## config.mk

```make
export PLATFORM = sky130hd
export DESIGN_NAME = integer_division_multistep
export DESIGN_NICKNAME = d
export VERILOG_FILES = /design/src/rtl/integer_division_multistep.sv
export SDC_FILE = /design/constraint.sdc
export NUM_CORES = 1
export LEC_CHECK = 0
export ABC_CLOCK_PERIOD_IN_PS = 4400
export CAP_MARGIN = 0
export CORE_MARGIN = 2
export CORE_UTILIZATION = 30
export DETAILED_ROUTE_END_ITERATION = 7
export PLACE_DENSITY = 0.58
export SLEW_MARGIN = 25
export SYNTH_ARGS = -nofsm -noshare
export SYNTH_HDL_FRONTEND = slang
export SYNTH_SLANG_ARGS = --single-unit
```

## constraint.sdc

```tcl
create_clock -name clk -period 4.4 [get_ports clk]
set_clock_uncertainty 0.15 [all_clocks]
set_input_delay 0.88 -clock clk [delete_from_list [all_inputs] [get_ports clk]]
set_output_delay 0.88 -clock clk [all_outputs]
set_load 0.02 [all_outputs]
```

## src/rtl/integer_division_multistep.sv

```systemverilog
// Sequential restoring divider, BITS_PER_CYCLE quotient bits per clock, optional signed mode.
// Results and div_zero are registered and held between done pulses.
// state | meaning
// IDLE  | waiting for start; results held
// CALC  | BITS_PER_CYCLE restoring steps per clock on magnitudes
// FIX   | sign correction, result write, done pulse
module integer_division_multistep #(
  parameter int WIDTH          = 24,
  parameter int BITS_PER_CYCLE = 1
) (
  input  logic             clk,
  input  logic             rst,
  input  logic             start,
  input  logic             signed_mode,
  input  logic [WIDTH-1:0] dividend,
  input  logic [WIDTH-1:0] divider,
  output logic             busy,
  output logic             done,
  output logic [WIDTH-1:0] quotient,
  output logic [WIDTH-1:0] remainder,
  output logic             div_zero
);

  localparam int N  = WIDTH / BITS_PER_CYCLE;
  localparam int CW = $clog2(N + 1);

  typedef enum logic [1:0] {S_IDLE, S_CALC, S_FIX} state_t;

  state_t           r_state, w_next;
  logic [CW-1:0]    r_cnt;
  logic [WIDTH-1:0] r_dvd, r_div, r_rem, r_quo;
  logic             r_sign_q, r_sign_r, r_dz;
  logic             r_done, r_div_zero;
  logic [WIDTH-1:0] r_quotient, r_remainder;

  logic [WIDTH-1:0] w_dvd_abs, w_div_abs;
  logic [WIDTH-1:0] w_rem_n, w_dvd_n, w_quo_n;
  logic [WIDTH:0]   w_sh, w_diff;
  logic             w_div_is_zero, w_last;

  assign w_dvd_abs     = (signed_mode && dividend[WIDTH-1]) ? -dividend : dividend;
  assign w_div_abs     = (signed_mode && divider[WIDTH-1])  ? -divider  : divider;
  assign w_div_is_zero = (divider == '0);
  assign w_last        = (r_cnt == CW'(N - 1));

  always_ff @(posedge clk) begin
    if (rst) r_state <= S_IDLE;
    else     r_state <= w_next;
  end

  always_comb begin
    w_next = r_state;
    busy   = 1'b1;
    case (r_state)
      S_IDLE: begin
        busy = 1'b0;
        if (start) w_next = w_div_is_zero ? S_FIX : S_CALC;
      end
      S_CALC:  if (w_last) w_next = S_FIX;
      S_FIX:   w_next = S_IDLE;
      default: w_next = S_IDLE;
    endcase
  end

  // Chained restoring steps; the extra subtract bit keeps |-2^(WIDTH-1)| exact.
  always_comb begin
    w_rem_n = r_rem;
    w_dvd_n = r_dvd;
    w_quo_n = r_quo;
    w_sh    = '0;
    w_diff  = '0;
    for (int k = 0; k < BITS_PER_CYCLE; k++) begin
      w_sh    = {w_rem_n, w_dvd_n[WIDTH-1]};
      w_dvd_n = {w_dvd_n[WIDTH-2:0], 1'b0};
      w_diff  = w_sh - {1'b0, r_div};
      w_rem_n = w_diff[WIDTH] ? w_sh[WIDTH-1:0] : w_diff[WIDTH-1:0];
      w_quo_n = {w_quo_n[WIDTH-2:0], ~w_diff[WIDTH]};
    end
  end

  always_ff @(posedge clk) begin
    if (rst) begin
      r_cnt       <= '0;
      r_dvd       <= '0;
      r_div       <= '0;
      r_rem       <= '0;
      r_quo       <= '0;
      r_sign_q    <= 1'b0;
      r_sign_r    <= 1'b0;
      r_dz        <= 1'b0;
      r_done      <= 1'b0;
      r_div_zero  <= 1'b0;
      r_quotient  <= '0;
      r_remainder <= '0;
    end else begin
      r_done <= 1'b0;
      case (r_state)
        S_IDLE: begin
          if (start) begin
            r_dvd    <= w_dvd_abs;
            r_div    <= w_div_abs;
            r_sign_q <= signed_mode & (dividend[WIDTH-1] ^ divider[WIDTH-1]);
            r_sign_r <= signed_mode & dividend[WIDTH-1];
            r_dz     <= w_div_is_zero;
            r_cnt    <= '0;
            r_rem    <= '0;
            r_quo    <= '0;
          end
        end
        S_CALC: begin
          r_rem <= w_rem_n;
          r_dvd <= w_dvd_n;
          r_quo <= w_quo_n;
          r_cnt <= r_cnt + CW'(1);
        end
        S_FIX: begin
          r_done     <= 1'b1;
          r_div_zero <= r_dz;
          if (r_dz) begin
            // r_dvd was never shifted, so re-applying the sign restores the raw dividend
            r_quotient  <= '1;
            r_remainder <= r_sign_r ? -r_dvd : r_dvd;
          end else begin
            r_quotient  <= r_sign_q ? -r_quo : r_quo;
            r_remainder <= r_sign_r ? -r_rem : r_rem;
          end
        end
        default: ;
      endcase
    end
  end

  assign done      = r_done;
  assign quotient  = r_quotient;
  assign remainder = r_remainder;
  assign div_zero  = r_div_zero;

endmodule

```

# == After elaboration in Yosys (flattened, before gate mapping) ==
# Cells that the tools add are included.
# op_classes
n_addsub,7
eq_ne,5
muxes,21
n_bitwise,4
n_reduce_logical,8
# ops
operator,count
$mux 24,10
$pmux 24 s2,3
$neg 24->24,5
$sub 25x24->25,1
$logic_not 24->1,1
$pmux 5 s2,1
$mux 2,3
$reduce_and 2->1,3
$add 5x1->5 const B,1
$eq 5x5->1 const B,1
$mux 5,1
$ne 2x2->1 const B,2
$pmux 2 s2,1
$and 1x1->1,2
$eq 2x1->1 const B,1
$eq 2x2->1 const B,1
$logic_and 1x1->1,2
$logic_not 2->1,1
$mux 1,2
$reduce_bool 2->1,1
$not 1->1,1
$xor 1x1->1,1
# totals
reg_bits,156
input_bits,52
output_inout_bits,51
word_cells,58

# == Depth between registers and ports, before layout ==
# logic_depth
word_depth,4
ltp_mapped,13
depth_no_buf,12

# == Least setup slack after synthesis ==
# OpenSTA, ideal clock, no wires.
# synth_path
kind,reg-to-reg
startpoint,register r_dvd[23]
endpoint,register r_rem[12]
setup_time_ns,0.128
t_arrival_ns,2.760
t_required_ns,4.122
path_slack_ns,1.361
path_stages_with_launch,14
n_path_buf,1
period_less_slack_ns,3.039
path_cell_list,dfxtp_1 > inv_1 > ha_1 > inv_1 > fa_1 > a211oi_1 > o21ai_0 > a22oi_1 > o21bai_1 > a211oi_1 > xnor2_1 > buf_2 > mux2i_1 > o21ai_0
# synth_via
elab_chain_cells,3
# synth_lines
item,line,source
start: declaration,31,"logic [WIDTH-1:0] r_dvd, r_div, r_rem, r_quo;"
start signal: assignment,100,r_dvd <= w_dvd_abs;
start signal: assignment,112,r_dvd <= w_dvd_n;
$sub 25x24->25,75,"w_diff = w_sh - {1'b0, r_div};"
$mux 24,76,w_rem_n = w_diff[WIDTH] ? w_sh[WIDTH-1:0] : w_diff[WIDTH-1:0];
$pmux 24 s2,97,case (r_state)
end signal: assignment,111,r_rem <= w_rem_n;
end: declaration,31,
# Every way passes these cells.
# A chain may end at the register's enable or synchronous reset.

# == Final worst setup path ==
# layout_path
startpoint,register r_dvd[23]
endpoint,register r_rem[11]
# Same word-level chain as after synthesis.

==> flow_metrics.py <==
metrics = {
    "global_routing": {
        "grt_max_degree": 83,
        "grt_pass1_vias": 7835,
        "antenna_found_initial": 0,
        "grt_overflow": 0,
        "grt_pass1_wl_um": 42600,
        "grt_use_total": 0.159,
    },
    "clock_tree": {
        "clock-sinks": 156,
        "htree_levels": 4,
        "cts_resized": 0,
        "cts_hold_buffers": 0,
        "cts_made_buffers": 17,
        "clk-insertion-delay-late_ns": 0.43,
        "clk_pin_slew_ns": 0.07,
        "cts_buffer_depth": 2,
        "cts_tree": "done",
        "post_cts_buffers": 0,
        "cts_root_buf": "clkbuf_16",
    },
    "yosys": {
        "syn_nets": 1320,
        "ys_seq_area_frac": 0.325,
        "netlist_instances": 1237,
        "synth-async-reset-ratio": 0,
        "ys_ff_latch": 156,
        "synth_area_per_cell_um2": 7.76,
        "synth_area_um2": 9600,
        "yosys_most_used_dff": "dfxtp_1",
        "synth_warnings": 0,
        "synth_edf_count": 0,
        "ys_types": 66,
    },
    "sta": {
        "hold_viol": 0,
        "final.setup.tns_ns": 0,
        "fin_ws_ns": 0.850,
        "fin_crit_ns": 3.55,
        "fmax_mhz": 282,
        "relSlewSlack": 0.373,
        "rsz0062_at_grt": "no",
        "slew_viol_final": 0,
        "final-setup-viol-count": 0,
        "worst_pin_slew_ns": 0.940,
        "period_share": 0.807,
    },
    "route": {
        "wl_um": 26900,
        "drt_iter0_drc": 616,
        "drc": 0,
        "routed_via_density": 5.19,
        "ant_nets": 0,
        "via_count": 8847,
        "drtPass1Iterations": 5,
        "avgRoutedWirePerCell_um": 15.8,
    },
    "cells_and_area": {
        "drive_above_1_share": 0.0553,
        "n_antenna_cell": 0,
        "area.growth.synth_to_final_pct": 20.2,
        "layout_commonest_cell": "dfxtp_1",
        "nFillCells": 3278,
        "nNetsFinal": 1372,
        "layout_common_cells": "154 x dfxtp_1, 143 x nor2_1, 134 x nand2_1, 101 x clkdlybuf4s50_1, 81 x a21oi_1",
        "final_util": 0.366,
        "stdcell_count": 1704,
    },
    "setup_path": {
        "timing.rr.start": "r_dvd[23]$_SDFFE_PP0P_",
        "r2r_slack_ns": 0.85,
        "r2r.worst_path.cells": 13,
        "critPathRequiredTime_ns": 4.53,
        "cp.arrival_ns": 3.68,
        "startpoint": "r_dvd[23]$_SDFFE_PP0P_",
        "worstSetupPathType": "flop to flop",
        "r2r-end": "r_rem[11]$_SDFFE_PP0P_",
        "crit_end": "r_rem[11]$_SDFFE_PP0P_",
        "crit_path_end_kind": "flop",
        "startpoint_type": "flop",
        "critPathMaxFanout": 23,
    },
    "place": {
        "numPlacedInstances": 1672,
        "hpwlAfterDp_um": 20200,
        "place_ws_ns": 0.637,
        "port_buffers": 102,
        "gp_congestion": 0.871,
    },
    "die": {
        "die_w_um": 183,
        "core_um2": 31600,
        "io_pins": 103,
        "die_area_um2": 33400,
        "rows": 65,
        "fp.dieH_um": 183,
        "initial_core_util": 0.304,
    },
    "power_and_ir_drop": {
        "leakagePower_uw": 0.00415,
        "power.density_nw_per_um2": 373,
        "peakVddDrop_mv": 0.202,
    },
    "run": {
        "drv_cap": 0,
    },
    "min_path": {
        "hp-start": "remainder[20]$_SDFFE_PP0P_",
        "hp-class": "flop to flop",
    },
    "status": {
        "status": "complete, no violations",
    },
}
-- per-layer routing --
metal  wire length, µm  vias to the layer above  GRT usage
li1                  -                     4523          -
met1             13800                     4108      0.239
met2             11600                      191      0.235
met3              1130                       25     0.0208
met4               341                        0     0.0432
met5                 0                        -          0
-- critical path, cell delays in order, from the launching register on --
cell	delay, ns
dfxtp_1	0.31
inv_1	0.12
ha_1	0.17
inv_1	0.05
fa_1	0.42
a211oi_1	0.28
o21ai_0	0.21
a22oi_1	0.29
o21bai_1	0.19
a211oi_1	0.36
xnor2_2	0.29
buf_12	0.26
mux2i_1	0.20
o21ai_0	0.09
-- synth_stat cells, types with 21 or more instances --
master	number	area (µm²)
nand3_1	21	105
ha_1	30	375
nand2_1	134	503
clkbuf_1	69	259
nor2_1	145	544
dfxtp_1	156	3120
xnor2_1	77	674
a22oi_1	28	210
o21ai_0	68	340
nor3_1	40	200
inv_1	52	195
xor2_1	42	368
a21oi_1	81	405
a211oi_1	35	263
mux2i_1	23	230
o31ai_1	28	210
-- worst min path at each step --
stage / to / cells past startpoint
after floorplan: r_div[22]$_SDFFE_PP0P_ / 2
after global placement: r_div[23]$_SDFFE_PP0P_ / 2
after detailed placement: remainder[20]$_SDFFE_PP0P_ / 2
after CTS: remainder[20]$_SDFFE_PP0P_ / 2
after global routing: remainder[8]$_SDFFE_PP0P_ / 2
final: remainder[20]$_SDFFE_PP0P_ / 2
-- cells by family (layout without fill, tap and decap cells) --
group | Yosys count | in the layout | share of synthesized area
adders and majority gates | 31 | 31 | 0.0412
muxes | 25 | 25 | 0.0275
and+or+nand+nor | 430 | 430 | 0.206
AOI/OAI and AO/OA | 343 | 343 | 0.237
DFF | 156 | 156 | 0.325
xor gates and xnor gates | 119 | 119 | 0.109
buffers and inverters | 133 | 198 | 0.0537
-- power breakdown --
part | switching (µW) | total [µW] | leakage, µW | internal, µW
clock | 667 | 1520 | 0.000290 | 856
combinational | 667 | 1180 | 0.00259 | 516
sequential | 107 | 1600 | 0.00127 | 1490
total | 1440 | 4310 | 0.00415 | 2870
-- through the flow --
step / power [µW] / instance area (µm²) / hold WS, ns
global route: 4540 / 11500 / 0.318
global placement: 2800 / 10900 / 0.291
detailed placement: 2810 / 10900 / 0.296
floorplan: 2470 / 9600 / 0.282
CTS: 4340 / 11500 / 0.306
finish: 4310 / 11500 / 0.301
-- final cells by class --
class | count | area, µm² | share of cell area
clock buffer | 17 | 425 | 0.0369
sequential | 156 | 3130 | 0.271
inverter | 53 | 199 | 0.0172
clock inverter | 15 | 181 | 0.0157
tap | 402 | 503 | 0.0436
multi-input combinational | 948 | 5990 | 0.519
timing repair buffer | 113 | 1110 | 0.0966
-- sequential cells by signal, summed over array words and instances (netlist names) --
name       cells
r_quo         24
done           1
remainder     24
r_cnt          5
r_sign_r       1
quotient      24
r_state        2
r_rem         24
r_sign_q       1
r_div         24
r_dvd         24
div_zero       1
r_dz           1
Power figures use the tool's default switching activity.
